==> config.mk <==
export PLATFORM = sky130hd
export DESIGN_NAME = seg7_reader
export DESIGN_NICKNAME = d
export VERILOG_FILES = /design/src/rtl/seg7_pkg.sv /design/src/rtl/seg7_reader_enc.sv /design/src/rtl/seg7_reader.sv
export SDC_FILE = /design/constraint.sdc
export NUM_CORES = 1
export LEC_CHECK = 0
export ABC_AREA = 1
export BUFFER_PORTS_ARGS = -buffer_cell sky130_fd_sc_hd__buf_2
export CORE_ASPECT_RATIO = 2
export CORE_MARGIN = 2
export CORE_UTILIZATION = 46
export CTS_CLUSTER_SIZE = 16
export DETAILED_ROUTE_END_ITERATION = 16
export PLACE_DENSITY = 0.67
export SETUP_SLACK_MARGIN = 0.4
export SKIP_LAST_GASP = 1
export SLEW_MARGIN = 20
export SYNTH_ARGS = -nofsm -noshare
export SYNTH_HDL_FRONTEND = slang
export SYNTH_HIERARCHICAL = 1
export SYNTH_SLANG_ARGS = --single-unit
==> constraint.sdc <==
create_clock -name KEY -period 1.44 [get_ports KEY]
set_input_delay 0.288 -clock KEY [delete_from_list [all_inputs] [get_ports KEY]]
set_output_delay 0.288 -clock KEY [all_outputs]
set_load 0.01 [all_outputs]
==> src/rtl/seg7_pkg.sv <==
// Shared 7-segment definitions: digit patterns (gfedcba, active-low),
// history depth and the encode/decode helpers used by the reader.
package seg7_pkg;

    localparam int DEPTH = 4;

    localparam logic [6:0] SEG_BLANK = 7'b1111111;
    localparam logic [6:0] SEG_0 = 7'b1000000;
    localparam logic [6:0] SEG_1 = 7'b1111001;
    localparam logic [6:0] SEG_2 = 7'b0100100;
    localparam logic [6:0] SEG_3 = 7'b0110000;
    localparam logic [6:0] SEG_4 = 7'b0011001;
    localparam logic [6:0] SEG_5 = 7'b0010010;
    localparam logic [6:0] SEG_6 = 7'b0000010;
    localparam logic [6:0] SEG_7 = 7'b1111000;
    localparam logic [6:0] SEG_8 = 7'b0000000;
    localparam logic [6:0] SEG_9 = 7'b0010000;
    localparam logic [6:0] SEG_A = 7'b0001000;
    localparam logic [6:0] SEG_B = 7'b0000011;
    localparam logic [6:0] SEG_C = 7'b1000110;
    localparam logic [6:0] SEG_D = 7'b0100001;
    localparam logic [6:0] SEG_E = 7'b0000110;
    localparam logic [6:0] SEG_F = 7'b0001110;

    // Nibble -> segment pattern.
    function automatic logic [6:0] seg7_encode(input logic [3:0] nibble);
        case (nibble)
            4'h0:    return SEG_0;
            4'h1:    return SEG_1;
            4'h2:    return SEG_2;
            4'h3:    return SEG_3;
            4'h4:    return SEG_4;
            4'h5:    return SEG_5;
            4'h6:    return SEG_6;
            4'h7:    return SEG_7;
            4'h8:    return SEG_8;
            4'h9:    return SEG_9;
            4'hA:    return SEG_A;
            4'hB:    return SEG_B;
            4'hC:    return SEG_C;
            4'hD:    return SEG_D;
            4'hE:    return SEG_E;
            default: return SEG_F;
        endcase
    endfunction

    // Segment pattern -> {valid, nibble}; anything off-table is invalid.
    function automatic logic [4:0] seg7_decode(input logic [6:0] pattern);
        case (pattern)
            SEG_0:   return {1'b1, 4'h0};
            SEG_1:   return {1'b1, 4'h1};
            SEG_2:   return {1'b1, 4'h2};
            SEG_3:   return {1'b1, 4'h3};
            SEG_4:   return {1'b1, 4'h4};
            SEG_5:   return {1'b1, 4'h5};
            SEG_6:   return {1'b1, 4'h6};
            SEG_7:   return {1'b1, 4'h7};
            SEG_8:   return {1'b1, 4'h8};
            SEG_9:   return {1'b1, 4'h9};
            SEG_A:   return {1'b1, 4'hA};
            SEG_B:   return {1'b1, 4'hB};
            SEG_C:   return {1'b1, 4'hC};
            SEG_D:   return {1'b1, 4'hD};
            SEG_E:   return {1'b1, 4'hE};
            SEG_F:   return {1'b1, 4'hF};
            default: return 5'b0_0000;
        endcase
    endfunction

endpackage

==> src/rtl/seg7_reader_enc.sv <==
// One HEX digit driver: shows the stored nibble when its slot is occupied,
// blank otherwise.
import seg7_pkg::*;

module seg7_enc (
    input  logic [3:0] nibble,
    input  logic       enable,
    output logic [6:0] pattern
);

    assign pattern = enable ? seg7_encode(nibble) : SEG_BLANK;

endmodule

==> src/rtl/seg7_reader.sv <==
// DE10-Lite lab top: decodes a segment pattern on SW[6:0] back to a nibble,
// captures it on each KEY[0] press into a 4-deep history shown on HEX3..HEX0.
import seg7_pkg::*;

module seg7_reader (
    input  logic [1:0] KEY,
    input  logic [9:0] SW,
    output logic [9:0] LEDR,
    output logic [6:0] HEX0,
    output logic [6:0] HEX1,
    output logic [6:0] HEX2,
    output logic [6:0] HEX3
);

    logic       clk;
    logic       rst_n;
    logic       clear;
    logic       capture;
    logic [4:0] dec;
    logic       dec_valid;
    logic [3:0] dec_nibble;
    logic       unused_sw7;

    // Slot 0 is the newest digit. Slots hold nibbles; an unoccupied slot
    // (index >= count) is rendered as blank by its encoder.
    logic [3:0] slot_reg [DEPTH];
    logic [2:0] count_reg;
    logic [3:0] last_reg;
    logic       err_reg;
    logic       ok_reg;

    logic [DEPTH-1:0] slot_en;
    logic [6:0]       hex_pat [DEPTH];

    assign clk        = KEY[0];
    assign rst_n      = KEY[1];
    assign clear      = SW[8];
    assign capture    = SW[9];
    assign unused_sw7 = SW[7];

    assign dec        = seg7_decode(SW[6:0]);
    assign dec_valid  = dec[4];
    assign dec_nibble = dec[3:0];

    // Capture/clear state machine; clear takes priority over capture.
    always_ff @(posedge clk or negedge rst_n) begin
        if (!rst_n) begin
            for (int i = 0; i < DEPTH; i++) slot_reg[i] <= 4'h0;
            count_reg <= 3'd0;
            last_reg  <= 4'h0;
            err_reg   <= 1'b0;
            ok_reg    <= 1'b0;
        end else if (clear) begin
            for (int i = 0; i < DEPTH; i++) slot_reg[i] <= 4'h0;
            count_reg <= 3'd0;
            last_reg  <= 4'h0;
            err_reg   <= 1'b0;
            ok_reg    <= 1'b0;
        end else if (capture) begin
            if (dec_valid) begin
                for (int i = DEPTH - 1; i > 0; i--) slot_reg[i] <= slot_reg[i-1];
                slot_reg[0] <= dec_nibble;
                last_reg    <= dec_nibble;
                ok_reg      <= 1'b1;
                if (count_reg != 3'(DEPTH)) count_reg <= count_reg + 3'd1;
            end else begin
                ok_reg  <= 1'b0;
                err_reg <= 1'b1;
            end
        end
    end

    // One re-encoder per HEX digit, driven only from registered state.
    genvar gi;
    generate
        for (gi = 0; gi < DEPTH; gi++) begin : g_hex
            assign slot_en[gi] = (count_reg > 3'(gi));
            seg7_enc u_enc (
                .nibble  (slot_reg[gi]),
                .enable  (slot_en[gi]),
                .pattern (hex_pat[gi])
            );
        end
    endgenerate

    assign HEX0 = hex_pat[0];
    assign HEX1 = hex_pat[1];
    assign HEX2 = hex_pat[2];
    assign HEX3 = hex_pat[3];

    assign LEDR = {ok_reg, err_reg, count_reg, 1'b0, last_reg};

endmodule
==> run metrics <==
Setup Crit Path Kind=flip-flop to output pin; Yosys top cell by area=dfrtp_1; I/O pin total=50; Vias/cell=5.58; flops & latches, synth=21; M2 GR Usage=0.448; Die Area=6700 um^2; TritonRoute pass-1 iters=4; period utilization=1.24; synth top area cells=dfrtp_1 19%, nand3_1 15%, ha_1 14%; Reg clk slew, reported paths=0.06 ns; Period minus WS final=about 1.8 ns; hold buffers post-CTS=0; Post-Route WL=about 9 mm; Final Slew Violations=0; pwr dens=between 600 and 700 nW/um^2; largest net degree at the start of global routing=22; vias=around 3100; GRT Max-Usage Layer=met2; core area=roughly 5900 um^2; final setup margin=-0.347 ns; synth warn=6; Final Hold Vio Count=21; number of DRC markers in iteration 0=roughly 160; post-route ant nets=0; CP required=around 1.2 ns; nets@finish=~540; fraction of layout cells with a size suffix above 1=0.602; placed cell count=approximately 520; failing checks=negative hold slack, negative setup slack; EDFF count, synth=0; most frequent cell after synthesis=nand2_1; register area share after synthesis=0.190; Die Span Y=114 um; vias in the first global route=3027; n_diodes=0; synth unique cells=28; Layout area overhead=64.0%; RSZ-0062 raised after global routing=true; top cells by count, synth=94 x nand2_1, 81 x nand3_1, 35 x inv_1; Crit path arrival time=approximately 1.5 ns; GR Layer Usage met1=0.266; gr usage total=0.245; syn nets=around 440; Post-synth ARST share=1.00; wire length per cell=roughly 16 um; hpwl dp=5.46 mm; Setup TNS=-8.34 ns; element type at the critical path start=flip-flop; VDD IR max=between 0.7 and 0.8 mV; WHS=-0.317 ns; leakage=slightly below 2 nW; initial core utilization=0.469; Final Non-Filler Cells=between 500 and 600; met3 Use GR=0.0454; Placer Congestion=slightly above 0.8; Mapped Cells=between 300 and 400; FILL cells=380; CTS tree=done; Syn Area/Cell=7.05 um^2; DRC errors left=0; buffers added on ports=46; area of the mapped netlist=~2800 um^2; Clk Latency, worst-skew pair=~0.25 ns; antenna violations before repair=0; Critical Path Fanout Max=7; max FFs per register=16; Top FF cell, synth=dfrtp_1; Final Skew=roughly 0.0045 ns; GRT overflow=0; number of max-cap violations=0; final setup violation count=28; Die Wd=a little under 60 um; post-synth top area share=0.190; crit end category=output pin; hold crit path type=clock port to async pin; num rows=40; global-route wire length before repair=13.1 mm; outcome=complete, but fails checks; maximum clock rate=560 MHz
[through the flow]
| step | area (um^2) | hold slack, ns | power, W | setup slack [ns] | utilization |
|---|---|---|---|---|---|
| 5_1_grt | 4540 | -0.314 | 0.00303 | -0.399 | 0.769 |
| 6_report | 4540 | -0.317 | 0.00285 | -0.347 | 0.769 |
| 3_3_place_gp | 3470 | -0.296 | 0.00131 | -0.153 | 0.588 |
| 2_1_floorplan | 3010 | -0.296 | 0.00104 | 0.0743 | - |
| 3_5_place_dp | 3470 | -0.296 | 0.00132 | -0.177 | 0.588 |
| 4_1_cts | 4170 | -0.314 | 0.00281 | -0.320 | 0.706 |
[cells in the final DEF, fill, tap and decap left out, types with 2 or more instances in the layout]
cell and n:
inv_4 4, or2_2 2, nor2_1 9, nand2_4 5, nor2_4 11, ha_2 3
nand2_1 85, buf_2 21, nand3_2 37, nor2_2 9, buf_12 7, buf_4 52
dfrtp_2 11, a21oi_2 2, inv_2 19, clkinv_4 2, nand2_2 16, o21ai_1 4
nand3_1 48, ha_4 16, clkbuf_16 7, o21ai_0 2, o211ai_1 3, nand4_1 5
o21ai_2 19, buf_6 35, nand3_4 13, dfrtp_1 10, inv_1 17, ha_1 13
[repair_timing]
item | in CTS | in global routing
resized for setup | 92 | 53
pin swaps | 23 | 18
endpoints found under the hold margin | 0 | 0
setup endpoints to repair | 58 | 58
setup buffers | 14 | 12
cloned | 1 | 1
[critical path, cell delays in order, from the launching register on]
cell and delay, ns:
dfrtp_2 0.45, ha_4 0.18, ha_4 0.15, nor2_4 0.12, buf_12 0.14, nand3_2 0.07, buf_6 0.12
[per-layer routing]
layer,wire [um],up-vias
li1,-,1491
met1,3240,1537
met2,4970,76
met3,304,22
met4,262,0
met5,0,-
[cells by family after synthesis]
| kind of cell | count (synthesis) | synth area share |
|---|---|---|
| AOI/OAI and AO/OA | 32 | 0.0835 |
| adders and majority gates | 32 | 0.144 |
| buffers and inverters | 65 | 0.138 |
| DFF | 21 | 0.190 |
| other | 1 | 0.00135 |
| and+or+nand+nor | 242 | 0.443 |
[final cells by class]
class	instances	area (um^2)	area share
clock buffer	6	150	0.0330
clock inverter	2	13.8	0.00303
inverter	43	194	0.0427
multi-input combinational	307	2470	0.544
sequential	21	539	0.119
tap	63	78.8	0.0173
timing repair buffer	118	1100	0.241
[final timing paths]
check	end	cells past startpoint	from	slack, ns
hold / removal	slot_reg[7]	2	KEY[1]	-0.32
min in group KEY	err_reg	2	SW[8]	0.26
max in group asynchronous	slot_reg[5]	2	KEY[1]	1.63
setup / recovery	HEX3[1]	6	count_reg[1]	-0.35
hold reg to reg	err_reg	2	err_reg	0.55
setup reg to reg	count_reg[2]	6	count_reg[1]	0.11
[where the power goes]
part,switching [W],internal [W]
logic,0.000505,0.000473
registers,0.0000253,0.000586
clock network,0.000506,0.000754
(Power assumes the default switching activity.)
